**src/rtl/div_if.sv**
```systemverilog
// Handshake bundle between the EX stage (master) and the divider (slave).
// Carries operands, the start/annul controls and the {HI,LO} result.
interface div_if #(
    parameter int WIDTH = 32
);
    logic                   signed_div_i;
    logic [WIDTH-1:0]       opdata1_i;
    logic [WIDTH-1:0]       opdata2_i;
    logic                   start_i;
    logic                   annul_i;
    logic [2*WIDTH-1:0]     result_o;
    logic                   ready_o;

    modport master (
        output signed_div_i, opdata1_i, opdata2_i, start_i, annul_i,
        input  result_o, ready_o
    );

    modport slave (
        input  signed_div_i, opdata1_i, opdata2_i, start_i, annul_i,
        output result_o, ready_o
    );
endinterface

```
**src/rtl/div.sv**
```systemverilog
// Multi-cycle radix-2 restoring divider for DIV/DIVU, one quotient bit per clock.
// Optional feature macro: DIV_ANNUL_EN enables annul_i to abort an in-flight divide.
module div #(
    parameter int WIDTH = 32
) (
    input  logic clk,
    input  logic rst,
    div_if.slave bus
);
    localparam int CW = $clog2(WIDTH) + 1;

    typedef enum logic [1:0] {S_FREE, S_BYZERO, S_ON, S_END} state_t;

    state_t             r_state;
    state_t             w_next;
    logic [CW-1:0]      r_cnt;
    logic [WIDTH-1:0]   r_dvd;      // remaining dividend bits, quotient shifts in at the LSB
    logic [WIDTH-1:0]   r_dvs;
    logic [WIDTH-1:0]   r_rem;
    logic               r_signed;
    logic               r_neg1;
    logic               r_neg2;
    logic [2*WIDTH-1:0] r_result;
    logic               r_ready;

    logic               w_annul;
    logic               w_start;
    logic               w_dvs_zero;
    logic               w_done;
    logic [WIDTH-1:0]   w_abs1;
    logic [WIDTH-1:0]   w_abs2;
    logic [WIDTH:0]     w_part;
    logic [WIDTH:0]     w_diff;
    logic               w_ge;
    logic [WIDTH-1:0]   w_rem_next;
    logic [WIDTH-1:0]   w_quo_fix;
    logic [WIDTH-1:0]   w_rem_fix;

`ifdef DIV_ANNUL_EN
    assign w_annul = bus.annul_i;
`else
    logic w_unused_annul;
    assign w_unused_annul = bus.annul_i;
    assign w_annul        = 1'b0;
`endif

    assign w_start    = bus.start_i;
    assign w_dvs_zero = (bus.opdata2_i == '0);
    assign w_done     = (r_cnt == CW'(WIDTH));

    assign w_abs1 = (bus.signed_div_i && bus.opdata1_i[WIDTH-1]) ? -bus.opdata1_i : bus.opdata1_i;
    assign w_abs2 = (bus.signed_div_i && bus.opdata2_i[WIDTH-1]) ? -bus.opdata2_i : bus.opdata2_i;

    // Remainder stays below the divisor, so one extra bit holds the shifted partial.
    assign w_part     = {r_rem, r_dvd[WIDTH-1]};
    assign w_diff     = w_part - {1'b0, r_dvs};
    assign w_ge       = (w_part >= {1'b0, r_dvs});
    assign w_rem_next = w_ge ? w_diff[WIDTH-1:0] : w_part[WIDTH-1:0];

    assign w_quo_fix = (r_signed && (r_neg1 ^ r_neg2)) ? -r_dvd : r_dvd;
    assign w_rem_fix = (r_signed && r_neg1) ? -r_rem : r_rem;

    always_ff @(posedge clk) begin
        if (rst) r_state <= S_FREE;
        else     r_state <= w_next;
    end

    always_comb begin
        w_next = r_state;
        case (r_state)
            S_FREE: begin
                if (w_start && !w_annul) w_next = w_dvs_zero ? S_BYZERO : S_ON;
            end
            S_BYZERO: w_next = w_annul ? S_FREE : S_END;
            S_ON: begin
                if (w_annul)     w_next = S_FREE;
                else if (w_done) w_next = S_END;
            end
            S_END: begin
                if (!w_start) w_next = S_FREE;
            end
            default: w_next = S_FREE;
        endcase
    end

    always_ff @(posedge clk) begin
        if (rst) begin
            r_cnt    <= '0;
            r_dvd    <= '0;
            r_dvs    <= '0;
            r_rem    <= '0;
            r_signed <= 1'b0;
            r_neg1   <= 1'b0;
            r_neg2   <= 1'b0;
            r_result <= '0;
            r_ready  <= 1'b0;
        end else begin
            case (r_state)
                S_FREE: begin
                    if (w_next == S_ON) begin
                        r_cnt    <= '0;
                        r_dvd    <= w_abs1;
                        r_dvs    <= w_abs2;
                        r_rem    <= '0;
                        r_signed <= bus.signed_div_i;
                        r_neg1   <= bus.opdata1_i[WIDTH-1];
                        r_neg2   <= bus.opdata2_i[WIDTH-1];
                    end
                end
                S_BYZERO: begin
                    if (w_annul) begin
                        r_cnt    <= '0;
                        r_result <= '0;
                        r_ready  <= 1'b0;
                    end else begin
                        r_result <= '0;
                        r_ready  <= 1'b1;
                    end
                end
                S_ON: begin
                    if (w_annul) begin
                        r_cnt    <= '0;
                        r_result <= '0;
                        r_ready  <= 1'b0;
                    end else if (w_done) begin
                        r_result <= {w_rem_fix, w_quo_fix};
                        r_ready  <= 1'b1;
                    end else begin
                        r_rem <= w_rem_next;
                        r_dvd <= {r_dvd[WIDTH-2:0], w_ge};
                        r_cnt <= r_cnt + CW'(1);
                    end
                end
                S_END: begin
                    if (!w_start) begin
                        r_result <= '0;
                        r_ready  <= 1'b0;
                    end
                end
                default: begin
                    r_result <= '0;
                    r_ready  <= 1'b0;
                end
            endcase
        end
    end

    assign bus.result_o = r_result;
    assign bus.ready_o  = r_ready;

endmodule

```
**src/flat_wrapper.sv**
```systemverilog
// flat-port wrapper written by rule: the top's interface ports become plain ports
module div_flat 
#(
    parameter int WIDTH = 32
)
  (clk, rst, bus_signed_div_i, bus_opdata1_i, bus_opdata2_i, bus_start_i, bus_annul_i, bus_result_o, bus_ready_o);
  div_if #(.WIDTH(WIDTH)) bus_i ();
  input  logic clk;
  input  logic rst;
  input wire logic [$bits(bus_i.signed_div_i)-1:0] bus_signed_div_i;
  input wire logic [$bits(bus_i.opdata1_i)-1:0] bus_opdata1_i;
  input wire logic [$bits(bus_i.opdata2_i)-1:0] bus_opdata2_i;
  input wire logic [$bits(bus_i.start_i)-1:0] bus_start_i;
  input wire logic [$bits(bus_i.annul_i)-1:0] bus_annul_i;
  output wire logic [$bits(bus_i.result_o)-1:0] bus_result_o;
  output wire logic [$bits(bus_i.ready_o)-1:0] bus_ready_o;
  assign bus_i.signed_div_i = bus_signed_div_i;
  assign bus_i.opdata1_i = bus_opdata1_i;
  assign bus_i.opdata2_i = bus_opdata2_i;
  assign bus_i.start_i = bus_start_i;
  assign bus_i.annul_i = bus_annul_i;
  assign bus_result_o = bus_i.result_o;
  assign bus_ready_o = bus_i.ready_o;
  div #(.WIDTH(WIDTH)) u_core (.clk(clk), .rst(rst), .bus(bus_i));
endmodule
```
**config.mk**
```make
export PLATFORM = sky130hd
export DESIGN_NAME = div_flat
export DESIGN_NICKNAME = d
export VERILOG_FILES = /design/src/rtl/div_if.sv /design/src/rtl/div.sv /design/src/flat_wrapper.sv
export SDC_FILE = /design/constraint.sdc
export NUM_CORES = 1
export LEC_CHECK = 0
export CORE_MARGIN = 3
export CORE_UTILIZATION = 57
export CTS_CLUSTER_SIZE = 14
export DETAILED_ROUTE_END_ITERATION = 7
export PLACE_DENSITY = 0.79
export SLEW_MARGIN = 0
export SYNTH_ARGS = -nofsm -noshare
export SYNTH_HDL_FRONTEND = slang
export SYNTH_SLANG_ARGS = --single-unit
```
**constraint.sdc**
```tcl
create_clock -name clk -period 3.89 [get_ports clk]
set_input_delay 0.778 -clock clk [delete_from_list [all_inputs] [get_ports clk]]
set_output_delay 0.778 -clock clk [all_outputs]
set_load 0.005 [all_outputs]
```
==> impl_metrics.json <==
{
  "grt_usage": 0.283,
  "die_width_um": 143,
  "synthTopCellsByArea": "dfxtp_1, xnor2_1, nor2_1",
  "core_area_mm2": 0.0181,
  "critical_path_class": "reg -> reg",
  "maxSlewViolCount": 0,
  "cts_root_buffer": "clkbuf_16",
  "synth_top_area_share": 0.323,
  "synthXorXnorAreaFrac": 0.122,
  "portBuffers": 132,
  "fin_crit_sh": 0.875,
  "cts_tree": "built",
  "setup_viol": 0,
  "hold_class": "reg -> reg",
  "globalplace.congestion": 0.947,
  "worstPathArrival_ns": 3.72,
  "synthAdderAreaFrac": 0.0465,
  "hold_viol": 0,
  "final_core_util": 0.708,
  "critPathLaunchType": "register",
  "rsz0062_at_grt": "false",
  "status": "complete, no violations",
  "fin_nets": 1578,
  "synth.area.mux_share": 0.0219,
  "syn_nets": 1474,
  "drc": 0,
  "fillers": 1519,
  "synth_cells": 1366,
  "fin_crit_ns": 3.40,
  "synth_warnings": 0,
  "antenna_found_initial": 0,
  "start_util": 0.587,
  "worst_pin_slew_ns": 0.970,
  "finClkSkew_ns": 0.0152,
  "ys_ff_latch": 172,
  "power_density_mw_per_mm2": 354,
  "cts_setup_buffers": 0,
  "dp_hpwl_um": 22400,
  "htree_levels": 4,
  "die-area_mm2": 0.0204,
  "clk_pin_slew_worst_paths_ns": 0.07,
  "area_growth_pct": 20.8,
  "grt_max_degree": 57,
  "die_h_um": 143,
  "peakVddDrop_mv": 0.337,
  "cp.required_ns": 4.20,
  "rows": 49,
  "synth_compound_area_frac": 0.240,
  "syn_avg_cell_area_um2": 7.79,
  "avgRoutedWirePerCell_um": 17.2,
  "fin_hold_ws_ns": 0.454,
  "synth_edf_count": 0,
  "dp_slack_ns": 0.324,
  "cp_max_fo": 4,
  "synth_top_cell_by_area": "dfxtp_1",
  "cap_violations": 0,
  "totalPowerFinal_mw": 4.56,
  "cts_resized": 0,
  "drt-total-wl_um": 29400,
  "drt_iter0_drc": 951,
  "finalSetupTns_ns": 0,
  "fin_ws_ns": 0.485,
  "cts_made_buffers": 17,
  "num_vias": 10295,
  "clock_latency_ns": 0.44,
  "overflow": 0,
  "clock-sinks": 172,
  "clockBufferDepth": 2,
  "drive_above_1_share": 0.0539,
  "grt_pass1_vias": 9143,
  "netlist_area_mm2": 0.0106,
  "yosys.area_share.simple": 0.199,
  "viasPerCell": 6.01,
  "p_leak_nw": 4.83,
  "slew_headroom": 0.353,
  "hold_buffers": 0,
  "synth_cell_types": 66,
  "worst_setup_path_end_kind": "register",
  "grt_pass1_wl_um": 47000,
  "ys_seq_area_frac": 0.323,
  "synth_top_family_by_area": "compound AO/OA/AOI/OAI gates",
  "synth-async-reset-ratio": 0,
  "firstDrtPassIters": 7,
  "ys.flop_type": "dfxtp_1",
  "io_pins": 134,
  "clock.fmax_ghz": 0.294,
  "antenna_cells": 0,
  "ant_nets": 0
}
-- through the flow --
step | instances | instance area, µm²
floorplan | 1366 | 10600
global placement | 1680 | 12200
detailed placement | 1680 | 12200
CTS | 1712 | 12900
global route | 1712 | 12900
finish | 1712 | 12900
-- synthesized netlist by cell type, types with 11 or more instances --
cell and instances:
a211oi_1 37, a21o_1 11, a21oi_1 82, a221oi_1 25, a22oi_1 37, a31oi_1 13
and3_1 11, clkbuf_1 61, dfxtp_1 172, ha_1 38, inv_1 54, mux2i_1 21
nand2_1 132, nand3_1 22, nand4_1 11, nor2_1 176, nor3_1 37, nor4_1 16
o21ai_0 102, o31ai_1 25, or3_1 14, xnor2_1 76, xor2_1 72
-- cell families after synthesis --
kind of cell | count (synthesis)
AOI/OAI and AO/OA | 393
adders and majority gates | 39
buffers and inverters | 127
muxes | 23
xor gates and xnor gates | 148
and+or+nand+nor | 464
DFF | 172
-- worst max-delay path, cell delays in order, from the launching register on --
cell	delay, ns
dfxtp_1	0.32
inv_1	0.17
ha_1	0.21
inv_1	0.06
fa_1	0.41
a21o_1	0.20
a221oi_1	0.33
buf_4	0.19
o211ai_1	0.16
a211oi_1	0.51
o211ai_1	0.20
a31oi_1	0.28
xor2_1	0.16
o21ai_0	0.08
-- registers in the layout, summed over array words and instances, names as in the netlist --
| register | count |
|---|---|
| u_core.r_neg2 | 1 |
| u_core.r_cnt | 6 |
| u_core.bus.result_o | 64 |
| u_core.r_rem | 32 |
| u_core.bus.ready_o | 1 |
| u_core.r_dvs | 32 |
| u_core.r_state | 2 |
| u_core.r_dvd | 32 |
| u_core.r_neg1 | 1 |
| u_core.r_signed | 1 |
-- report_power, final --
group,switching [mW],internal (mW)
sequential,0.0713,1.82
clock,0.849,0.877
combinational,0.541,0.395
total,1.46,3.09
-- final cells by class --
cell class              count  area [µm²]  share of cell area
inverters                  54         203              0.0158
repair buffers            158        1560               0.122
clock buffers              17         425              0.0331
well taps                 229         287              0.0223
multi-input cells        1067        6740               0.525
flip-flops and latches    172        3440               0.268
clock inverters            15         191              0.0149
-- placed cells by master, fill, tap and decap left out, types with 7 or more instances in the layout --
master           synthesis  routed
clkdlybuf4s50_1          0     131
o21ai_0                102     102
mux2i_1                 21      21
xor2_1                  72      72
and3_1                  11      11
nor3_1                  37      35
nand4_1                 11      11
inv_1                   54      54
clkbuf_16                0      17
a21oi_1                 82      81
a31oi_1                 13      13
ha_1                    38      38
nand2_1                132     132
xnor2_1                 76      76
nand3_1                 22      22
o41ai_1                  9       9
or3_1                   14      14
a221oi_1                25      25
dfxtp_1                172     172
a21o_1                  11      11
a32oi_1                 10      10
nand2b_1                 7       7
nor2_1                 176     174
buf_4                    0      23
o31ai_1                 25      25
and2_1                   8       8
a211oi_1                37      37
a22oi_1                 37      37
nor4_1                  16      16
or4_1                    8       8
-- routing by layer --
metal  global-route usage  up-vias  share of wire
met1                0.439     4745           0.49
met2                0.404      392           0.41
met3               0.0532       38          0.087
li1                     -     5120              -
met4               0.0680        0          0.013
met5                    0        -              0
-- path summary, 6_finish.rpt --
check	start	endpoint	slack, ns	depth (start not counted)
worst max-delay path	u_core.r_dvd[31]	u_core.r_rem[30]	0.49	13
worst min-delay path	u_core.bus.result_o[54]	u_core.bus.result_o[54]	0.45	2
worst max register to register	u_core.r_dvd[31]	u_core.r_rem[30]	0.49	13
worst min register to register	u_core.bus.result_o[54]	u_core.bus.result_o[54]	0.45	2
No activity file was read; power rests on OpenSTA's default activity.
